===== src/rtl/multicycle_control.sv =====
// Main control FSM for the multi-cycle 32-bit RISC datapath.
// Sequences fetch/decode/execute/memory/writeback and drives all datapath
// mux selects and write enables; stalls on MEM_READY in memory states.
module multicycle_control (
    input  logic       CLK,
    input  logic       RST,
    input  logic [5:0] OPCODE,
    input  logic       MEM_READY,
    output logic       PC_WRITE,
    output logic       PC_WRITE_COND,
    output logic       I_OR_D,
    output logic       MEM_READ,
    output logic       MEM_WRITE,
    output logic       IR_WRITE,
    output logic       MEM_TO_REG,
    output logic       REG_DST,
    output logic       REG_WRITE,
    output logic       ALU_SRC_A,
    output logic [1:0] ALU_SRC_B,
    output logic [1:0] ALU_OP,
    output logic [1:0] PC_SOURCE,
    output logic       ILLEGAL,
    output logic [3:0] STATE
);

    localparam int unsigned OP_W    = 6;
    localparam int unsigned STATE_W = 4;

    localparam logic [OP_W-1:0] OP_RTYPE = 6'b000000;
    localparam logic [OP_W-1:0] OP_LW    = 6'b100011;
    localparam logic [OP_W-1:0] OP_SW    = 6'b101011;
    localparam logic [OP_W-1:0] OP_BEQ   = 6'b000100;
    localparam logic [OP_W-1:0] OP_J     = 6'b000010;
    localparam logic [OP_W-1:0] OP_ADDI  = 6'b001000;

    typedef enum logic [STATE_W-1:0] {
        S_IDLE         = 4'd0,
        S_FETCH        = 4'd1,
        S_DECODE       = 4'd2,
        S_MEM_ADDR     = 4'd3,
        S_MEM_READ_ST  = 4'd4,
        S_MEM_WB       = 4'd5,
        S_MEM_WRITE_ST = 4'd6,
        S_EXECUTE      = 4'd7,
        S_R_WB         = 4'd8,
        S_BRANCH       = 4'd9,
        S_JUMP         = 4'd10,
        S_ADDI_EXEC    = 4'd11,
        S_ADDI_WB      = 4'd12
    } state_t;

    state_t          state_q;
    state_t          state_d;
    logic [OP_W-1:0] op_q;

    assign STATE = state_q;

    // State register; reset forces IDLE asynchronously.
    always_ff @(posedge CLK or posedge RST) begin
        if (RST) begin
            state_q <= S_IDLE;
        end else begin
            state_q <= state_d;
        end
    end

    // Opcode captured in DECODE so later IR changes cannot redirect the FSM.
    always_ff @(posedge CLK or posedge RST) begin
        if (RST) begin
            op_q <= '0;
        end else if (state_q == S_DECODE) begin
            op_q <= OPCODE;
        end
    end

    // Next-state logic.
    always_comb begin
        state_d = S_FETCH;
        case (state_q)
            S_IDLE:   state_d = S_FETCH;
            S_FETCH:  state_d = MEM_READY ? S_DECODE : S_FETCH;
            S_DECODE: begin
                case (OPCODE)
                    OP_LW, OP_SW: state_d = S_MEM_ADDR;
                    OP_RTYPE:     state_d = S_EXECUTE;
                    OP_BEQ:       state_d = S_BRANCH;
                    OP_J:         state_d = S_JUMP;
                    OP_ADDI:      state_d = S_ADDI_EXEC;
                    default:      state_d = S_FETCH;
                endcase
            end
            S_MEM_ADDR:     state_d = (op_q == OP_LW) ? S_MEM_READ_ST : S_MEM_WRITE_ST;
            S_MEM_READ_ST:  state_d = MEM_READY ? S_MEM_WB : S_MEM_READ_ST;
            S_MEM_WB:       state_d = S_FETCH;
            S_MEM_WRITE_ST: state_d = MEM_READY ? S_FETCH : S_MEM_WRITE_ST;
            S_EXECUTE:      state_d = S_R_WB;
            S_R_WB:         state_d = S_FETCH;
            S_BRANCH:       state_d = S_FETCH;
            S_JUMP:         state_d = S_FETCH;
            S_ADDI_EXEC:    state_d = S_ADDI_WB;
            S_ADDI_WB:      state_d = S_FETCH;
            default:        state_d = S_FETCH;
        endcase
    end

    // Output decode: Moore from state, plus FETCH handshake and DECODE illegal flag.
    always_comb begin
        PC_WRITE      = 1'b0;
        PC_WRITE_COND = 1'b0;
        I_OR_D        = 1'b0;
        MEM_READ      = 1'b0;
        MEM_WRITE     = 1'b0;
        IR_WRITE      = 1'b0;
        MEM_TO_REG    = 1'b0;
        REG_DST       = 1'b0;
        REG_WRITE     = 1'b0;
        ALU_SRC_A     = 1'b0;
        ALU_SRC_B     = 2'b00;
        ALU_OP        = 2'b00;
        PC_SOURCE     = 2'b00;
        ILLEGAL       = 1'b0;
        case (state_q)
            S_FETCH: begin
                MEM_READ  = 1'b1;
                ALU_SRC_B = 2'b01;
                IR_WRITE  = MEM_READY;
                PC_WRITE  = MEM_READY;
            end
            S_DECODE: begin
                ALU_SRC_B = 2'b11;
                ILLEGAL   = !(OPCODE inside {OP_RTYPE, OP_LW, OP_SW, OP_BEQ, OP_J, OP_ADDI});
            end
            S_MEM_ADDR, S_ADDI_EXEC: begin
                ALU_SRC_A = 1'b1;
                ALU_SRC_B = 2'b10;
            end
            S_MEM_READ_ST: begin
                MEM_READ = 1'b1;
                I_OR_D   = 1'b1;
            end
            S_MEM_WB: begin
                REG_WRITE  = 1'b1;
                MEM_TO_REG = 1'b1;
            end
            S_MEM_WRITE_ST: begin
                MEM_WRITE = 1'b1;
                I_OR_D    = 1'b1;
            end
            S_EXECUTE: begin
                ALU_SRC_A = 1'b1;
                ALU_OP    = 2'b10;
            end
            S_R_WB: begin
                REG_WRITE = 1'b1;
                REG_DST   = 1'b1;
            end
            S_BRANCH: begin
                ALU_SRC_A     = 1'b1;
                ALU_OP        = 2'b01;
                PC_WRITE_COND = 1'b1;
                PC_SOURCE     = 2'b01;
            end
            S_JUMP: begin
                PC_WRITE  = 1'b1;
                PC_SOURCE = 2'b10;
            end
            S_ADDI_WB: begin
                REG_WRITE = 1'b1;
            end
            default: ;
        endcase
    end

endmodule

===== config.mk =====
export PLATFORM = sky130hd
export DESIGN_NAME = multicycle_control
export DESIGN_NICKNAME = d
export VERILOG_FILES = /design/src/rtl/multicycle_control.sv
export SDC_FILE = /design/constraint.sdc
export NUM_CORES = 1
export LEC_CHECK = 0
export CAP_MARGIN = 25
export CORE_AREA = 5 5 58 60
export DETAILED_ROUTE_END_ITERATION = 10
export DIE_AREA = 0 0 63 65
export GPL_TIMING_DRIVEN = 0
export PLACE_DENSITY = 0.54
export SYNTH_ARGS = -nofsm -noshare
export SYNTH_HDL_FRONTEND = slang
export SYNTH_SLANG_ARGS = --single-unit

===== constraint.sdc =====
create_clock -name CLK -period 2.1 [get_ports CLK]
set_clock_uncertainty 0.15 [all_clocks]
set_input_delay 0.525 -clock CLK [delete_from_list [all_inputs] [get_ports CLK]]
set_output_delay 0.525 -clock CLK [all_outputs]
set_load 0.03 [all_outputs]

==> flow_summary.ini <==
[status]
outcome = finished with violations
violations = setup timing

[grt]
antenna_found_initial = 0
grt_pass1_vias = 768
track_usage_pct = 10.9
grt_pass1_wl_mm = 3.57
grt_overflow = 0
grt_max_degree = 11

[clock_tree]
cts.root.buffer_cell = clkbuf_4
cts_made_buffers = 3
insertion_delay_ps = 260
cts.htree.levels = 1
clk_path_buf_depth = 2
cts_sinks = 10
clk_pin_slew_ps = 70
cts_hold_buf = 0
cts_tree = built

[placed_design]
dp.cells = 145
routabilityCongestion = 0.761
placed_area_mm2 = 0.00110
dpl.hpwl_mm = 1.59
numPortBuffers = 28

[die]
initial_core_util_pct = 25.4
core_region_area_mm2 = 0.00288
die_width_um = 63
die_area_mm2 = 0.00410
die_height_um = 65
io-pin-count = 30
rows = 20

[worst_setup_path]
path_cells = buf_8 -> or4_4 -> o21ai_2 -> a21oi_2 -> buf_6
worstPathArrival_ps = 1520
path_class = input pin to primary output
critPathBufInv = 2
critPathMaxStageDelay_ps = 530
cp.required_ps = 1420
crit_slowest_cell = or4_4
cp_max_fo = 5
critical_path.top_delay_family = simple AND/OR/NAND/NOR gates
critPathCaptureType = primary output
start_kind = input pin

[final_layout]
diodes = 0
seqCellArea_um2 = 254
multi_input_comb_area_um2 = 515
syn2layout_area_growth_pct = 75.9
design_area_mm2 = 0.00129
final_cells = 165
fin_util_pct = 44.7
nFillCells = 300
final_nets = 142
drive_above_1_share_pct = 55.3

[logic_synthesis]
synth.ff_latch_count = 10
synth_area_per_cell_um2 = 8.71
yosysSeqAreaShare_pct = 34.2
yosysUniqueCellTypes = 32
syn_inst = 84
yosysTopAreaCell = dfrtp_1
synth_area_um2 = 732
synth_nets = 93
ys_warn_count = 0
yosys.area.top_type_share_pct = 34.2
synthTopCellsByArea = dfrtp_1 34%, mux2_2 9.2%, nor2_1 8.2%

[sta]
hold_violations = 0
fin_crit_sh_pct = 104
max_freq_mhz = 456
drv_slew = 0
period_minus_slack_ps = 2190
setup_viol = 3
worst_pin_slew_ps = 390
relSlewSlack_pct = 74.0
setup_tns_ps = -154
rsz0062_at_grt = true
setup_slack_ps = -90.7

[drt]
totalWireLength_mm = 2.22
num_vias = 784
dr.pass1.iters = 4
drtAntennaViolNets = 0
drt-initial-drc-count = 19
drc = 0
vias_per_cell = 4.75
avgRoutedWirePerCell_um = 13.4

[pwr]
p_leak_nw = 0.587
p_per_area_mw_per_mm2 = 1460
vdd_drop_max_mv = 0.717

[worst_hold_path]
hp-class = flip-flop to flip-flop

[flow_run]
max_cap_viol_count = 0
logic make-up after synthesis:
family | count (synthesis) | share of synthesized area, %
buffers and inverters | 9 | 7.18
DFF | 10 | 34.2
xor gates and xnor gates | 3 | 3.59
and+or+nand+nor | 40 | 31.1
muxes | 7 | 10.6
AOI/OAI and AO/OA | 15 | 13.3
synth_stat cells:
master     instances
nor2_1            16
dfrtp_1           10
mux2_2             6
nand2b_1           6
buf_4              5
nand3_1            4
o21ai_0            4
a21oi_1            3
inv_1              3
nand2_1            2
nor3_1             2
or2_2              2
xnor2_1            2
a21boi_0           1
a22oi_1            1
a31oi_1            1
and3_1             1
and4b_1            1
clkbuf_1           1
mux2i_1            1
nor2b_1            1
nor3_4             1
nor4_1             1
nor4b_1            1
nor4b_2            1
o2111ai_1          1
o21a_1             1
o221ai_1           1
o22a_1             1
o31ai_1            1
or4_4              1
xor2_1             1
final timing paths:
kind	endpoint	from	cells after the start	slack, ps
max in group asynchronous	STATE[3]	RST	2	1100
min in group asynchronous	op_q[1]	RST	2	390
worst min-delay path	op_q[2]	op_q[2]	1	360
worst min register to register	op_q[2]	op_q[2]	1	360
worst max register to register	op_q[4]	STATE[0]	6	330
worst max-delay path	ILLEGAL	OPCODE[5]	5	-90
power breakdown:
| group | internal [W] | leakage (nW) | switching (W) | total [W] |
|---|---|---|---|---|
| sequential | 0.000286 | 0.118 | 0.0000521 | 0.000339 |
| combinational | 0.000685 | 0.454 | 0.000721 | 0.00141 |
| clock | 0.0000733 | 0.0150 | 0.0000650 | 0.000138 |
| total | 0.00104 | 0.587 | 0.000839 | 0.00188 |
registers in the layout, indices dropped and copies added (netlist names):
name / flops
op_q: 6
STATE: 4
worst register-to-register path: stages, from the launching register on:
cell and delay [ps]:
dfrtp_2 410, buf_6 130, nand2b_4 170, nor3_4 160
buf_4 140, buf_4 150, mux2_2 340
area by class of cell:
type / instances / share of cell area [%]
well taps: 33 / 3.21
plain buffers: 6 / 5.15
inverters: 3 / 0.875
multi-input cells: 65 / 40.0
repair buffers: 44 / 29.0
flip-flops and latches: 10 / 19.7
clock buffers: 4 / 2.04
metrics by stage:
stage               total power, W  worst slack [ps]  hold WS (ps)
global placement           0.00146              -979           338
global route               0.00201              -154           361
finish                     0.00188             -90.7           358
detailed placement         0.00147              -999           348
CTS                        0.00170             -95.1           357
floorplan                  0.00110              -141           215
layout by cell type, fill, tap and decap left out, types with 2 or more instances in the layout:
cell type	count
nor2_1	12
dlygate4sd2_1	2
inv_1	3
nand3_1	4
a21oi_2	2
or2_4	2
buf_6	11
nor2_4	3
nand2_1	2
xnor2_1	2
dfrtp_1	7
clkbuf_4	3
clkdlybuf4s50_1	5
buf_4	19
dfrtp_2	3
o21ai_0	3
nand2b_4	3
buf_2	9
nand2b_1	3
mux2_2	6
metal layers:
metal	share of wire [%]	global-route usage, %	vias to the layer above
li1	-	-	394
met1	43	12.7	362
met2	49	17.6	26
met3	7.9	4.16	2
met4	0.32	4.77	0
met5	0	0	-
repair_timing:
item / in CTS / in global routing
cloned: 0 / 1
setup endpoints to repair: 18 / 14
buffers inserted: 8 / 7
gates resized for setup: 114 / 35
pin swaps: 4 / 4
Note: power is estimated with default switching activity, not from simulation.
